--- src/rtl/gpio_ctrl_fsm.sv ---
// gpio_ctrl_fsm: decodes strobed GPIO commands into MCU sequencing and
// convolver control, and returns MCU result data through the GPIO status word.
module gpio_ctrl_fsm #(
    parameter int unsigned GPIO_D      = 32,
    parameter int unsigned NB_ADDRESS  = 4,
    parameter int unsigned BITS_IMAGEN = 8,
    parameter int unsigned BITS_DATA   = 13,
    parameter int unsigned LATENCY     = 5
) (
    input  logic                   clk,
    input  logic                   rst,
    input  logic [GPIO_D-1:0]      i_gpio,
    input  logic [BITS_DATA-1:0]   i_Data,
    output logic [GPIO_D-1:0]      o_gpio,
    output logic [BITS_IMAGEN-1:0] o_Data,
    output logic [NB_ADDRESS-1:0]  o_RAddr,
    output logic [NB_ADDRESS-1:0]  o_WAddr,
    output logic                   o_sop,
    output logic                   o_eop,
    output logic                   o_chblk,
    output logic                   o_valid,
    output logic                   o_ki
);

    localparam int unsigned OPC_W = 3;
    localparam int unsigned PAD_W = GPIO_D - 3 - BITS_DATA;

    localparam logic [OPC_W-1:0] OP_SOFT_RST    = 3'b001;
    localparam logic [OPC_W-1:0] OP_LOAD_KERNEL = 3'b010;
    localparam logic [OPC_W-1:0] OP_LOAD_IMAGE  = 3'b011;
    localparam logic [OPC_W-1:0] OP_START       = 3'b100;
    localparam logic [OPC_W-1:0] OP_NEXT_DATA   = 3'b101;
    localparam logic [OPC_W-1:0] OP_CHBLK       = 3'b110;

    localparam logic [NB_ADDRESS-1:0]  ADDR_MAX  = '1;
    localparam logic [NB_ADDRESS-1:0]  ADDR_TERM = ADDR_MAX - NB_ADDRESS'(2);
    localparam logic [NB_ADDRESS-1:0]  ADDR_LAT  = NB_ADDRESS'(LATENCY);
    localparam logic [BITS_IMAGEN-1:0] DATA_RST  = BITS_IMAGEN'(8'h55);

    typedef enum logic [1:0] {
        ST_IDLE = 2'd0,
        ST_RUN  = 2'd1,
        ST_DONE = 2'd2
    } state_t;

    state_t r_state, w_state_nxt;

    logic                   r_stb_s1, r_stb_s2, r_stb_s3;
    logic [OPC_W-1:0]       r_op1, r_op2;
    logic [BITS_IMAGEN-1:0] r_pay1, r_pay2;

    logic                   r_sop, r_eop, r_chblk, r_valid, r_ki, r_ack;
    logic                   r_busy, r_done, r_ld_pend;
    logic [BITS_IMAGEN-1:0] r_data;
    logic [NB_ADDRESS-1:0]  r_raddr, r_waddr;
    logic [BITS_DATA-1:0]   r_idata;

    logic                   w_sop_nxt, w_eop_nxt, w_chblk_nxt, w_valid_nxt, w_ki_nxt, w_ack_nxt;
    logic                   w_ld_pend_nxt;
    logic [BITS_IMAGEN-1:0] w_data_nxt;
    logic [NB_ADDRESS-1:0]  w_raddr_nxt, w_waddr_nxt;
    logic [BITS_DATA-1:0]   w_idata_nxt;
    logic                   w_stb_edge;
    logic                   w_unused_gpio;

    assign w_stb_edge    = r_stb_s2 & ~r_stb_s3;
    assign w_unused_gpio = ^i_gpio[GPIO_D-5:BITS_IMAGEN];

    // Strobe synchroniser + edge flop; opcode/payload travel alongside the strobe
    always_ff @(posedge clk or posedge rst) begin
        if (rst) begin
            r_stb_s1 <= 1'b0;
            r_stb_s2 <= 1'b0;
            r_stb_s3 <= 1'b0;
            r_op1    <= '0;
            r_op2    <= '0;
            r_pay1   <= '0;
            r_pay2   <= '0;
        end else begin
            r_stb_s1 <= i_gpio[GPIO_D-4];
            r_stb_s2 <= r_stb_s1;
            r_stb_s3 <= r_stb_s2;
            r_op1    <= i_gpio[GPIO_D-1 -: OPC_W];
            r_op2    <= r_op1;
            r_pay1   <= i_gpio[BITS_IMAGEN-1:0];
            r_pay2   <= r_pay1;
        end
    end

    // State register
    always_ff @(posedge clk or posedge rst) begin
        if (rst) r_state <= ST_IDLE;
        else     r_state <= w_state_nxt;
    end

    // Next state and next values of every registered output
    always_comb begin
        w_state_nxt   = r_state;
        w_sop_nxt     = r_sop;
        w_eop_nxt     = r_eop;
        w_chblk_nxt   = 1'b0;
        w_valid_nxt   = 1'b0;
        w_ki_nxt      = r_ki;
        w_data_nxt    = r_data;
        w_raddr_nxt   = r_raddr;
        w_waddr_nxt   = r_waddr;
        w_ack_nxt     = r_ack;
        w_ld_pend_nxt = 1'b0;
        w_idata_nxt   = i_Data;

        // Cycle after an image load: advance the write pointer, close the load
        if (r_ld_pend) begin
            w_waddr_nxt = r_waddr + NB_ADDRESS'(1);
            w_eop_nxt   = 1'b1;
        end

        if (r_state == ST_RUN) begin
            if (r_waddr == ADDR_TERM) begin
                w_sop_nxt   = 1'b0;
                w_eop_nxt   = 1'b1;
                w_raddr_nxt = '0;
                w_waddr_nxt = '0;
                w_state_nxt = ST_DONE;
            end else begin
                w_valid_nxt = 1'b1;
                w_raddr_nxt = (r_raddr == ADDR_MAX) ? r_raddr : r_raddr + NB_ADDRESS'(1);
                w_waddr_nxt = (r_raddr < ADDR_LAT) ? '0 : r_waddr + NB_ADDRESS'(1);
            end
        end

        if (w_stb_edge) begin
            if (r_op2 == OP_SOFT_RST) begin
                w_sop_nxt     = 1'b0;
                w_eop_nxt     = 1'b1;
                w_chblk_nxt   = 1'b0;
                w_valid_nxt   = 1'b0;
                w_ki_nxt      = 1'b1;
                w_data_nxt    = DATA_RST;
                w_raddr_nxt   = '0;
                w_waddr_nxt   = '0;
                w_idata_nxt   = '0;
                w_ld_pend_nxt = 1'b0;
                w_ack_nxt     = ~r_ack;
                w_state_nxt   = ST_IDLE;
            end else if (r_state != ST_RUN) begin
                case (r_op2)
                    OP_LOAD_KERNEL: begin
                        w_ki_nxt    = 1'b1;
                        w_data_nxt  = r_pay2;
                        w_valid_nxt = 1'b1;
                        w_ack_nxt   = ~r_ack;
                        w_state_nxt = ST_IDLE;
                    end
                    OP_LOAD_IMAGE: begin
                        w_ki_nxt      = 1'b0;
                        w_data_nxt    = r_pay2;
                        w_sop_nxt     = 1'b0;
                        w_eop_nxt     = 1'b0;
                        w_ld_pend_nxt = 1'b1;
                        w_ack_nxt     = ~r_ack;
                        w_state_nxt   = ST_IDLE;
                    end
                    OP_START: begin
                        w_sop_nxt   = 1'b1;
                        w_eop_nxt   = 1'b0;
                        w_ki_nxt    = 1'b0;
                        w_raddr_nxt = '0;
                        w_waddr_nxt = '0;
                        w_valid_nxt = 1'b0;
                        w_ack_nxt   = ~r_ack;
                        w_state_nxt = ST_RUN;
                    end
                    OP_NEXT_DATA: begin
                        if (r_state == ST_DONE) begin
                            w_raddr_nxt = r_raddr + NB_ADDRESS'(1);
                            w_ack_nxt   = ~r_ack;
                        end
                    end
                    OP_CHBLK: begin
                        w_chblk_nxt = 1'b1;
                        w_ack_nxt   = ~r_ack;
                    end
                    default: begin
                        w_ack_nxt = ~r_ack;
                    end
                endcase
            end
        end
    end

    // Output and status registers
    always_ff @(posedge clk or posedge rst) begin
        if (rst) begin
            r_sop     <= 1'b0;
            r_eop     <= 1'b1;
            r_chblk   <= 1'b0;
            r_valid   <= 1'b0;
            r_ki      <= 1'b1;
            r_data    <= DATA_RST;
            r_raddr   <= '0;
            r_waddr   <= '0;
            r_ack     <= 1'b0;
            r_busy    <= 1'b0;
            r_done    <= 1'b0;
            r_ld_pend <= 1'b0;
            r_idata   <= '0;
        end else begin
            r_sop     <= w_sop_nxt;
            r_eop     <= w_eop_nxt;
            r_chblk   <= w_chblk_nxt;
            r_valid   <= w_valid_nxt;
            r_ki      <= w_ki_nxt;
            r_data    <= w_data_nxt;
            r_raddr   <= w_raddr_nxt;
            r_waddr   <= w_waddr_nxt;
            r_ack     <= w_ack_nxt;
            r_busy    <= (w_state_nxt == ST_RUN);
            r_done    <= (w_state_nxt == ST_DONE);
            r_ld_pend <= w_ld_pend_nxt;
            r_idata   <= w_idata_nxt;
        end
    end

    assign o_gpio  = {r_busy, r_done, r_ack, {PAD_W{1'b0}}, r_idata};
    assign o_Data  = r_data;
    assign o_RAddr = r_raddr;
    assign o_WAddr = r_waddr;
    assign o_sop   = r_sop;
    assign o_eop   = r_eop;
    assign o_chblk = r_chblk;
    assign o_valid = r_valid;
    assign o_ki    = r_ki;

endmodule

--- config.mk ---
export PLATFORM = sky130hd
export DESIGN_NAME = gpio_ctrl_fsm
export DESIGN_NICKNAME = d
export VERILOG_FILES = /design/src/rtl/gpio_ctrl_fsm.sv
export SDC_FILE = /design/constraint.sdc
export NUM_CORES = 1
export LEC_CHECK = 0
export CAP_MARGIN = 5
export CORE_ASPECT_RATIO = 0.7
export CORE_UTILIZATION = 48
export CTS_BUF_LIST = sky130_fd_sc_hd__clkbuf_8 sky130_fd_sc_hd__clkbuf_16
export DETAILED_ROUTE_END_ITERATION = 10
export PLACE_DENSITY = 0.85
export SLEW_MARGIN = 30
export SYNTH_ARGS = -nofsm -noshare
export SYNTH_HDL_FRONTEND = slang
export SYNTH_SLANG_ARGS = --single-unit
--- constraint.sdc ---
create_clock -name clk -period 5.52 [get_ports clk]
set_input_delay 1.104 -clock clk [delete_from_list [all_inputs] [get_ports clk]]
set_output_delay 1.104 -clock clk [all_outputs]
set_load 0.05 [all_outputs]
* Yosys cells after proc, flatten, opt, wreduce, memory -nomap -nowiden
Index checks and enable logic that the tools add are counted.
** Storage, ports and cells
- Bits in registers :: 65
- Logic and storage cells :: 110
- Bits of input ports :: 47
- Output and inout bits :: 53
** Cells by class
- Eq/ne operators :: 14
- Add/sub/neg operators :: 2
- Bitwise operators :: 3
- $lt $le $gt $ge :: 1
- Reduce and logical (&&, ||, !) cells :: 8
- Multiplexer cells :: 61
** Operators by type and width (number)
- $mux 4 :: 15
- $mux 1 :: 31
- $mux 13 :: 2
- $mux 8 :: 3
- $mux 2 :: 5
- $eq 3x3->1 const B :: 3
- $reduce_and 3->1 :: 3
- $add 4x1->4 const B :: 2
- $eq 4x4->1 const B :: 2
- $pmux 4 s2 :: 1
- $eq 3x2->1 const B :: 2
- $pmux 1 s2 :: 3
- $eq 2x1->1 const B :: 2
- $eq 2x2->1 const B :: 2
- $lt 4x3->1 const B :: 1
- $pmux 2 s2 :: 1
- $reduce_bool 2->1 :: 2
- $reduce_or 2->1 :: 2
- $eq 3x1->1 const B :: 1
- $ne 3x3->1 const B :: 1
- $reduce_bool 3->1 :: 1
- $ne 2x1->1 const B :: 1
- $not 1->1 :: 2
- $and 1x1->1 :: 1

* Logic depth before layout (Yosys ltp)
Gate-level depths: netlist of run 1.
- Depth after elaboration :: 9
- Mapped depth :: 6

* Least setup slack after synthesis of run 1
OpenSTA, ideal clock, no wires.
- Path kind :: reg-to-reg
- Start :: reg r_waddr[0] (netlist: o_WAddr[0])
- End :: reg r_eop (netlist: o_eop)
- Period minus slack after synthesis :: 1846 ps
- Library setup time :: 98 ps
- Stages on the path, launching flop included :: 6
- Slack :: 3674 ps
- Path buffers :: 0
- Arrival :: 1747 ps
- Cells stage by stage :: dfrtp_1 ha_1 nand3_1 o21ai_0 o21ai_0 a221oi_1
** Between the ends
- Cells in the longest elaborated chain, start to end :: 7
** RTL lines
- start, declared :: RTL line 55 : logic [NB_ADDRESS-1:0] r_raddr, r_waddr;
- start signal, assigned :: RTL line 215 : r_waddr <= w_waddr_nxt;
- $eq 4x4->1 (*) :: RTL line 118 : if (r_waddr == ADDR_TERM) begin
- $mux 1 (*) :: RTL line 118
- $mux 1 (*) :: RTL line 117 : if (r_state == ST_RUN) begin
- $mux 1 :: RTL line 146 : case (r_op2)
- $mux 1 :: RTL line 145 : end else if (r_state != ST_RUN) begin
- $mux 1 :: RTL line 132 : if (r_op2 == OP_SOFT_RST) begin
- $mux 1 (*) :: RTL line 131 : if (w_stb_edge) begin
- net w_eop_nxt :: RTL line 58 : logic w_sop_nxt, w_eop_nxt, w_chblk_nxt, w_valid_nxt, w_ki_nxt, w_ack_nxt;
- end signal, assigned :: RTL line 209 : r_eop <= w_eop_nxt;
- end, declared :: RTL line 52 : logic r_sop, r_eop, r_chblk, r_valid, r_ki, r_ack;
Mark *: on every way through the listed nets, which the timed path passes. The rest lies on a longest branch.
A chain may end at the register's enable or synchronous reset.

* Worst setup path in the final report of run 1
- Start :: reg r_ki (netlist: o_ki)
- End :: out o_ki
** RTL lines
- start, declared :: RTL line 52
- start signal, assigned :: RTL line 212 : r_ki <= w_ki_nxt;
- end, declared :: RTL line 22 : output logic o_ki
No word-level cell between the ends.

==> flow_summary.toml, run 1 <==
[synth]
synth_top_area_share_pct = 52.7
synth_warnings = 0
synth_xor_xnor_area_share_pct = 0.939
synth_top_family_by_area = "simple AND/OR/NAND/NOR gates"
netlist_instances = 255
synth.largest_area_cell = "dfrtp_1"
async_flop_share_pct = 100
synth_mux_area_share_pct = 0.358
synth_edf_count = 0
synth-seq-cells = 65
yosysMostFrequentCell = "dfrtp_1"
synth.area.top_cells = "dfrtp_1 53%, dfstp_2 5.6%, buf_4 5.1%"
ys_seq_area_share_pct = 58.4
synth_area_um2 = 2800
yosys.area_share.simple_pct = 15.7
ys.flop_type = "dfrtp_1"
syn_avg_cell_area_um2 = 11.0
synthAdderAreaFrac_pct = 1.79
synth_compound_gate_area_share_pct = 14.1
yosys-top-cells-count = "59 x dfrtp_1, 21 x nor2_1, 20 x nor2b_1, 19 x buf_4, 17 x o21ai_0"
ys_types = 47

[detailed_routing]
wl_per_cell_um = 13.8
firstDrtPassIters = 4
ant_nets = 0
via_count = 2019
drc_errors = 0
drtIter0Drc = 157
routed_via_density = 5.16
routed_wl_um = 5400

[floorplanning]
core_area_um2 = 5420
num_io_pins = 100
num_rows = 22
initial_core_util_pct = 51.6
die_y_um = 65.9
die_area_um2 = 6150
die-width_um = 93.3

[cells_and_area]
fillers = 434
syn2layout_area_growth_pct = 26.7
instances_no_fill = 391
drive_above_1_share_pct = 8.46
final_nets = 366
antennaDiodeCount = 0

[clock_tree]
path_clk_slew_ns = 0.07
cts_buffer_depth = 2
cts_hold_buf = 0
numCtsBuffers = 9
cts_max_level = 3
root_buffer = "clkbuf_8"
cts_setup_buffers = 0
cts_sinks = 65
worstSkewPairLatency_ns = 0.34
tritoncts = "built"
cts_resized = 0

[timing]
maxSlewHeadroom_pct = 48.3
setup_violations = 0
min_period_over_period_pct = 50.9
worstMarginPinSlew_ns = 0.776
tns_ns = 0
rsz0062_at_grt = "no"
period_needed_ns = 2.81
fin_worst_skew_ns = 0.00735
fmax_mhz = 356
hold_viol = 0
slew_violations = 0

[worst_setup_path]
reg2reg_from = "r_op2[1]"
worstSetupPathType = "register to output pin"
cp_top_family = "buffers and inverters"
cp.arrival_ns = 1.71
cp_cell_sequence = "clkdlybuf4s50_1"
cp.required_ns = 4.42
critPathCaptureType = "output pin"
start_kind = "register"
r2r_setup_slack_ns = 3.32
cpMaxStageDelayCell = "clkdlybuf4s50_1"
path_max_fanout = 4
critPathMaxStageDelay_ns = 0.81
worstRegToRegCells = 4
r2r-end = "r_done"
path_buf_inv = 1

[grt]
grt_usage_pct = 19.9
grt_max_degree = 66
grt_pass1_vias = 1948
antenna_found_initial = 0
gr-total-overflow = 0
grt_first_pass_wirelength_um = 9030

[placement]
portBuffers = 63
routabilityCongestion = 0.850
place_inst = 376
dpl.hpwl_um = 3750

[worst_hold_path]
hold_start = "r_pay1[0]"
hold_class = "register to register"
min_path_cells = 0
holdPathEnd = "r_pay2[0]"

[power]
p_per_area_nw_per_um2 = 434
irDropWorstVdd_uv = 234
p_leak_uw = 0.00149

[flow_run]
drv_cap = 0

[run_status]
status = "complete, no violations"
==> cells in the final DEF, fill, tap and decap left out, drive strengths merged, types with 4 or more instances in the layout <==
cell type	instances
a21oi	16
clkbuf	9
clkdlybuf4s50	63
conb	16
dfrtp	59
dfstp	6
ha	4
inv	11
nand2	8
nand2b	5
nand3	11
nor2	21
nor2b	20
nor3	6
o21ai	17
==> how the worst max path moves through the flow <==
stage	depth (start not counted)	startpoint	to	slack, ns
6_report	1	o_ki	o_ki	2.71
5_1_grt	1	o_ki	o_ki	2.67
4_1_cts	1	o_ki	o_ki	2.68
3_5_place_dp	1	o_ki	o_ki	3.06
3_3_place_gp	1	o_ki	o_ki	3.07
2_1_floorplan	1	rst	o_Data[1]	2.80
==> flip-flops by register name (all words and copies together) (netlist names) <==
signal	flops
r_idata	13
o_Data	8
r_pay1	8
r_pay2	8
o_RAddr	4
o_WAddr	4
r_op1	3
r_op2	3
r_state	2
o_chblk	1
o_eop	1
o_ki	1
o_sop	1
o_valid	1
r_ack	1
r_busy	1
r_done	1
r_ld_pend	1
r_stb_s1	1
r_stb_s2	1
r_stb_s3	1
==> cells by family after synthesis <==
family | Yosys count
adders and majority gates | 4
buffers and inverters | 39
muxes | 1
DFF | 65
xor gates and xnor gates | 3
AOI/OAI and AO/OA | 59
other | 1
and+or+nand+nor | 83
==> stage by stage <==
stage | power [uW] | worst slack, ns | utilization, % | hold WS (ns) | instance area, um^2
finish | 1540 | 2.71 | 65.4 | 0.347 | 3550
global route | 1620 | 2.67 | 65.4 | 0.349 | 3550
CTS | 1550 | 2.68 | 65.3 | 0.347 | 3540
detailed placement | 1200 | 3.06 | 62.3 | 0.335 | 3380
global placement | 1180 | 3.07 | 62.3 | 0.333 | 3380
floorplan | 1040 | 2.80 | - | 0.331 | 2860
==> final cells by class <==
cell class                      count  area, um^2  share of cell area (%)
Multi-Input combinational cell    166         983                    27.7
Tap cell                           72        90.1                    2.54
Clock buffer                        9         124                    3.49
Timing Repair Buffer               64         638                    18.0
Sequential cell                    65        1630                    46.1
Clock inverter                      6        42.5                    1.20
Inverter                            9        33.8                   0.953
==> routing by layer <==
| layer | vias up | share of wire [%] | global-route usage (%) |
|---|---|---|---|
| li1 | 954 | - | - |
| met1 | 972 | 44 | 25.2 |
| met2 | 86 | 47 | 29.4 |
| met3 | 7 | 8.8 | 10.5 |
| met4 | 0 | 0.89 | 6.73 |
| met5 | - | 0 | 0 |
==> where the power goes <==
| part | total (uW) | switching (uW) | internal [uW] |
|---|---|---|---|
| Sequential | 624 | 71.8 | 552 |
| Combinational | 572 | 370 | 202 |
| Clock | 344 | 183 | 161 |
Power figures use the tool's default switching activity.
==> run 2: changes to the inputs <==
--- a/config.mk
+++ b/config.mk
@@ -7,10 +7,10 @@
 export LEC_CHECK = 0
 export CAP_MARGIN = 5
 export CORE_ASPECT_RATIO = 0.7
-export CORE_UTILIZATION = 48
+export CORE_UTILIZATION = 45
 export CTS_BUF_LIST = sky130_fd_sc_hd__clkbuf_8 sky130_fd_sc_hd__clkbuf_16
 export DETAILED_ROUTE_END_ITERATION = 10
-export PLACE_DENSITY = 0.85
+export PLACE_DENSITY = 0.8
 export SLEW_MARGIN = 30
 export SYNTH_ARGS = -nofsm -noshare
 export SYNTH_HDL_FRONTEND = slang
==> constraint.sdc (replaced) <==
create_clock -name clk -period 2.9 [get_ports clk]
set_input_delay 0.58 -clock clk [delete_from_list [all_inputs] [get_ports clk]]
set_output_delay 0.58 -clock clk [all_outputs]
set_load 0.05 [all_outputs]
==> run 2 against run 1 <==
  * Sequential cell count unchanged
  * Global-route usage fell by 1.2 points
  * Highest routed layer unchanged
  * Sequential power rose by 89%
  * Cell area up 3.0%
  * Largest power group unchanged
  * Critical endpoint unchanged
  * Clock power grew to 2.8 times the previous value
  * Final cell count up 1.3%
==> flow_summary.toml, run 2 (synthesis gave the netlist of run 1 again) <==
[cells_and_area]
drive_above_1_share_pct = 8.72
layout.area.seq_um2 = 1630
multi_input_area_um2 = 981
final_cell_mix = "63 x clkdlybuf4s50_1, 59 x dfrtp_1, 21 x nor2_1"
fillers = 476
final_area_um2 = 3650
final_nets = 367
mostFrequentLayoutCell = "clkdlybuf4s50_1"
syn2layout_area_growth_pct = 30.5
top_register = "r_idata"
largest_reg_flops = 13
antennaDiodeCount = 0

[power]
power_frac_seq_pct = 36.8
p_switching_uw = 1180
p_int_uw = 2030
p_leak_uw = 0.00154
irDropWorstVdd_uv = 409
comb_power_share_pct = 33.7
p_per_area_nw_per_um2 = 880
clockPowerShare_pct = 29.5
power_uw = 3210
swShare_pct = 36.8

[detailed_routing]
routed_via_density = 5.21
firstDrtPassIters = 4
via_count = 2063
routed_wl_um = 5300
wl_per_cell_um = 13.4
drtIter0Drc = 176
ant_nets = 0
drc_errors = 0

[worst_setup_path]
path_max_fanout = 4
worstSetupPathDepth = 1
cpMaxStageDelayCell = "clkdlybuf4s50_1"
critPathMaxStageDelay_ns = 0.80
worstRegToRegCells = 4
critPathCaptureType = "output pin"
cp_top_family = "buffers and inverters"
cp.arrival_ns = 1.69
cp.required_ns = 2.32
path_buf_inv = 1
start_kind = "register"
worstSetupPathType = "register to output pin"
r2r_setup_slack_ns = 0.91
cp_cell_sequence = "clkdlybuf4s50_1"

[worst_hold_path]
hold_class = "register to register"
min_path_cells = 0

[timing]
min_period_over_period_pct = 78.4
period_needed_ns = 2.27
setup_violations = 0
tns_ns = 0
hold_viol = 0
fin_worst_skew_ns = 0.00533
worstMarginPinSlew_ns = 0.676
slew_violations = 0
rsz0062_at_grt = "no"
maxSlewHeadroom_pct = 54.6
fmax_mhz = 440

[clock_tree]
worstSkewPairLatency_ns = 0.34
cts_buffer_depth = 2
cts_max_level = 3
path_clk_slew_ns = 0.07
root_buffer = "clkbuf_8"
cts_sinks = 65
cts_setup_buffers = 0
cts_resized = 0
cts_hold_buf = 0
numCtsBuffers = 9
tritoncts = "built"

[grt]
antenna_found_initial = 0
grt_first_pass_wirelength_um = 8960
grt_pass1_vias = 1888
grt_max_degree = 40
grt_usage_pct = 18.8
gr-total-overflow = 0

[placement]
dpl.hpwl_um = 3750
routabilityCongestion = 0.864
portBuffers = 63
place_area_um2 = 3400

[floorplanning]
die_y_um = 68.0
num_rows = 23
core_area_um2 = 5870
num_io_pins = 100
die-width_um = 96.3
initial_core_util_pct = 47.7
die_area_um2 = 6540

[run_status]
status = "complete, no violations"

[flow_run]
drv_cap = 0
[run 2: final timing paths]
kind                             end  startpoint
max                             o_ki        o_ki
min                        r_pay2[1]   r_pay1[1]
max reg2reg                o_Data[7]    r_op2[2]
min reg2reg                r_pay2[1]   r_pay1[1]
max in group asynchronous  o_Data[0]         rst
min in group asynchronous   r_stb_s1         rst
[run 2: final cells by class]
type,instances,area share [%]
flip-flops and latches,65,44.7
clock buffers,10,3.77
well taps,75,2.57
multi-input cells,166,26.9
inverters,9,0.925
repair buffers,65,18.0
clock inverters,6,3.12
[run 2: power by group through the flow]
| stage | Combinational [uW] | Clock, uW | Sequential, uW |
|---|---|---|---|
| finish | 1080 | 948 | 1180 |
| detailed placement | 1090 | 0 | 1200 |
| CTS | 1090 | 970 | 1180 |
| global placement | 1070 | 0 | 1190 |
| global route | 1160 | 1010 | 1210 |
| floorplan | 473 | 0 | 1510 |
[run 2: layer usage]
| metal | vias to the layer above | routed length, um | track usage (%) |
|---|---|---|---|
| met5 | - | 0 | 0 |
| met2 | 91 | 2380 | 27.6 |
| met4 | 0 | 64 | 6.16 |
| met3 | 10 | 488 | 9.00 |
| li1 | 964 | - | - |
| met1 | 998 | 2360 | 24.5 |
[run 2: through the flow]
| stage | util [%] | setup WS, ns | cells | hold slack [ns] |
|---|---|---|---|---|
| 2_1_floorplan | - | 0.703 | 270 | 0.331 |
| 3_3_place_gp | 57.9 | 0.965 | 380 | 0.334 |
| 3_5_place_dp | 57.9 | 0.904 | 380 | 0.335 |
| 4_1_cts | 62.2 | 0.601 | 396 | 0.349 |
| 5_1_grt | 62.2 | 0.563 | 396 | 0.352 |
| 6_report | 62.2 | 0.626 | 396 | 0.344 |
==> run 3: changes to the inputs <==
==> constraint.sdc (replaced) <==
create_clock -name clk -period 2.2 [get_ports clk]
set_input_delay 0.44 -clock clk [delete_from_list [all_inputs] [get_ports clk]]
set_output_delay 0.44 -clock clk [all_outputs]
set_load 0.05 [all_outputs]
==> run 3 against run 2 <==
  * Clock-buffer cell count up 2
  * Hold slack gained 0.0041 ns
  * Clock power hardly changed
  * Sequential power grew 31%
  * Cell area shrank 0.79%
  * Core utilization is 0.49 points lower
  * Final cell count increased by 1.0%
  * Critical path type unchanged
==> flow_summary.toml, run 3 (synthesis gave the netlist of run 1 again) <==
[floorplanning]
num_rows = 23
core_area_um2 = 5870
die-width_um = 96.3
num_io_pins = 100
die_area_um2 = 6540
initial_core_util_pct = 47.7
die_y_um = 68.0

[clock_tree]
cts_max_level = 3
tritoncts = "built"
worstSkewPairLatency_ns = 0.34
path_clk_slew_ns = 0.07
root_buffer = "clkbuf_8"
cts_setup_buffers = 0
cts_sinks = 65
cts_resized = 0
cts_buffer_depth = 2
numCtsBuffers = 9
cts_hold_buf = 0

[timing]
hold-worst-slack_ns = 0.349
tns_ns = 0
rsz0062_at_grt = "no"
fmax_mhz = 469
fin_worst_skew_ns = 0.00766
min_period_over_period_pct = 96.9
slew_violations = 0
worstMarginPinSlew_ns = 0.696
maxSlewHeadroom_pct = 53.2
period_needed_ns = 2.13
setup_violations = 0
hold_viol = 0

[grt]
grt_max_degree = 66
gr-total-overflow = 0
grt_first_pass_wirelength_um = 8780
grt_usage_pct = 18.4
antenna_found_initial = 0
grt_pass1_vias = 1857

[worst_hold_path]
hold_class = "register to register"
hold_start = "r_pay1[4]"

[detailed_routing]
wl_per_cell_um = 13.6
via_count = 2030
ant_nets = 0
drc_errors = 0
routed_via_density = 5.08
drtIter0Drc = 128
firstDrtPassIters = 4
routed_wl_um = 5440

[placement]
place_inst = 384
routabilityCongestion = 0.847
portBuffers = 63
dpl.hpwl_um = 3730

[cells_and_area]
largest_reg_flops = 13
final_cell_mix = "63 x clkdlybuf4s50_1, 59 x dfrtp_1, 21 x nor2_1"
drive_above_1_share_pct = 9.54
instances_no_fill = 400
antennaDiodeCount = 0
final_nets = 371
syn2layout_area_growth_pct = 29.5
utilization_pct = 61.7
mostFrequentLayoutCell = "clkdlybuf4s50_1"
top_register = "r_idata"

[worst_setup_path]
crit_start = "o_ki"
critPathCaptureType = "output pin"
reg2reg_from = "r_state[1]"
start_kind = "register"
path_max_fanout = 4
cp.arrival_ns = 1.69
path_buf_inv = 1
cp_top_family = "buffers and inverters"
cp.required_ns = 1.76
critPathMaxStageDelay_ns = 0.81
cpMaxStageDelayCell = "clkdlybuf4s50_1"
cp_cell_sequence = "clkdlybuf4s50_1"
worstSetupPathType = "register to output pin"

[power]
irDropWorstVdd_uv = 439
p_per_area_nw_per_um2 = 1090
power_uw = 3950
p_leak_uw = 0.00154

[run_status]
status = "complete, no violations"

[flow_run]
drv_cap = 0
-- run 3: changes by cell type in the layout (fill, tap and decap cells not counted), sizes merged --
cell	change
buf	+4
bufinv	-3
clkbuf	+2
clkinv	+1
-- run 3: routing by layer --
layer  track usage, %  up-vias  wire length [um]
li1                 -      963                 -
met1             23.1      971              2380
met2             28.7       90              2530
met3             8.44        6               488
met4             5.60        0                39
met5                0        -                 0
-- run 3: path summary, 6_finish.rpt --
| kind | depth (start not counted) | slack [ns] | to |
|---|---|---|---|
| max in group asynchronous | 3 | 1.40 | o_Data[2] |
| min | 0 | 0.35 | r_pay2[4] |
| min reg2reg | 0 | 0.35 | r_pay2[4] |
| min in group asynchronous | 3 | 0.49 | r_pay2[5] |
| max | 1 | 0.07 | o_ki |
| max reg2reg | 5 | 0.35 | o_Data[0] |
-- run 3: through the flow --
step                      setup slack [ns]  cell area (um^2)
after global routing                0.0254              3620
after CTS                           0.0419              3620
after floorplan                      0.143              2860
after global placement               0.407              3430
after detailed placement             0.368              3430
final                               0.0674              3620
-- run 3: layout make-up --
cell class / count / area (um^2)
Fill cell: 471 / 2250
Sequential cell: 65 / 1630
Multi-Input combinational cell: 166 / 981
Timing Repair Buffer: 69 / 688
Clock buffer: 12 / 165
Tap cell: 75 / 93.8
Inverter: 9 / 33.8
Clock inverter: 4 / 27.5
-- run 3: report_power, final --
part           internal, uW  switching, uW
sequential             1390            164
combinational           519            932
clock                   499            448
total                  2400           1540
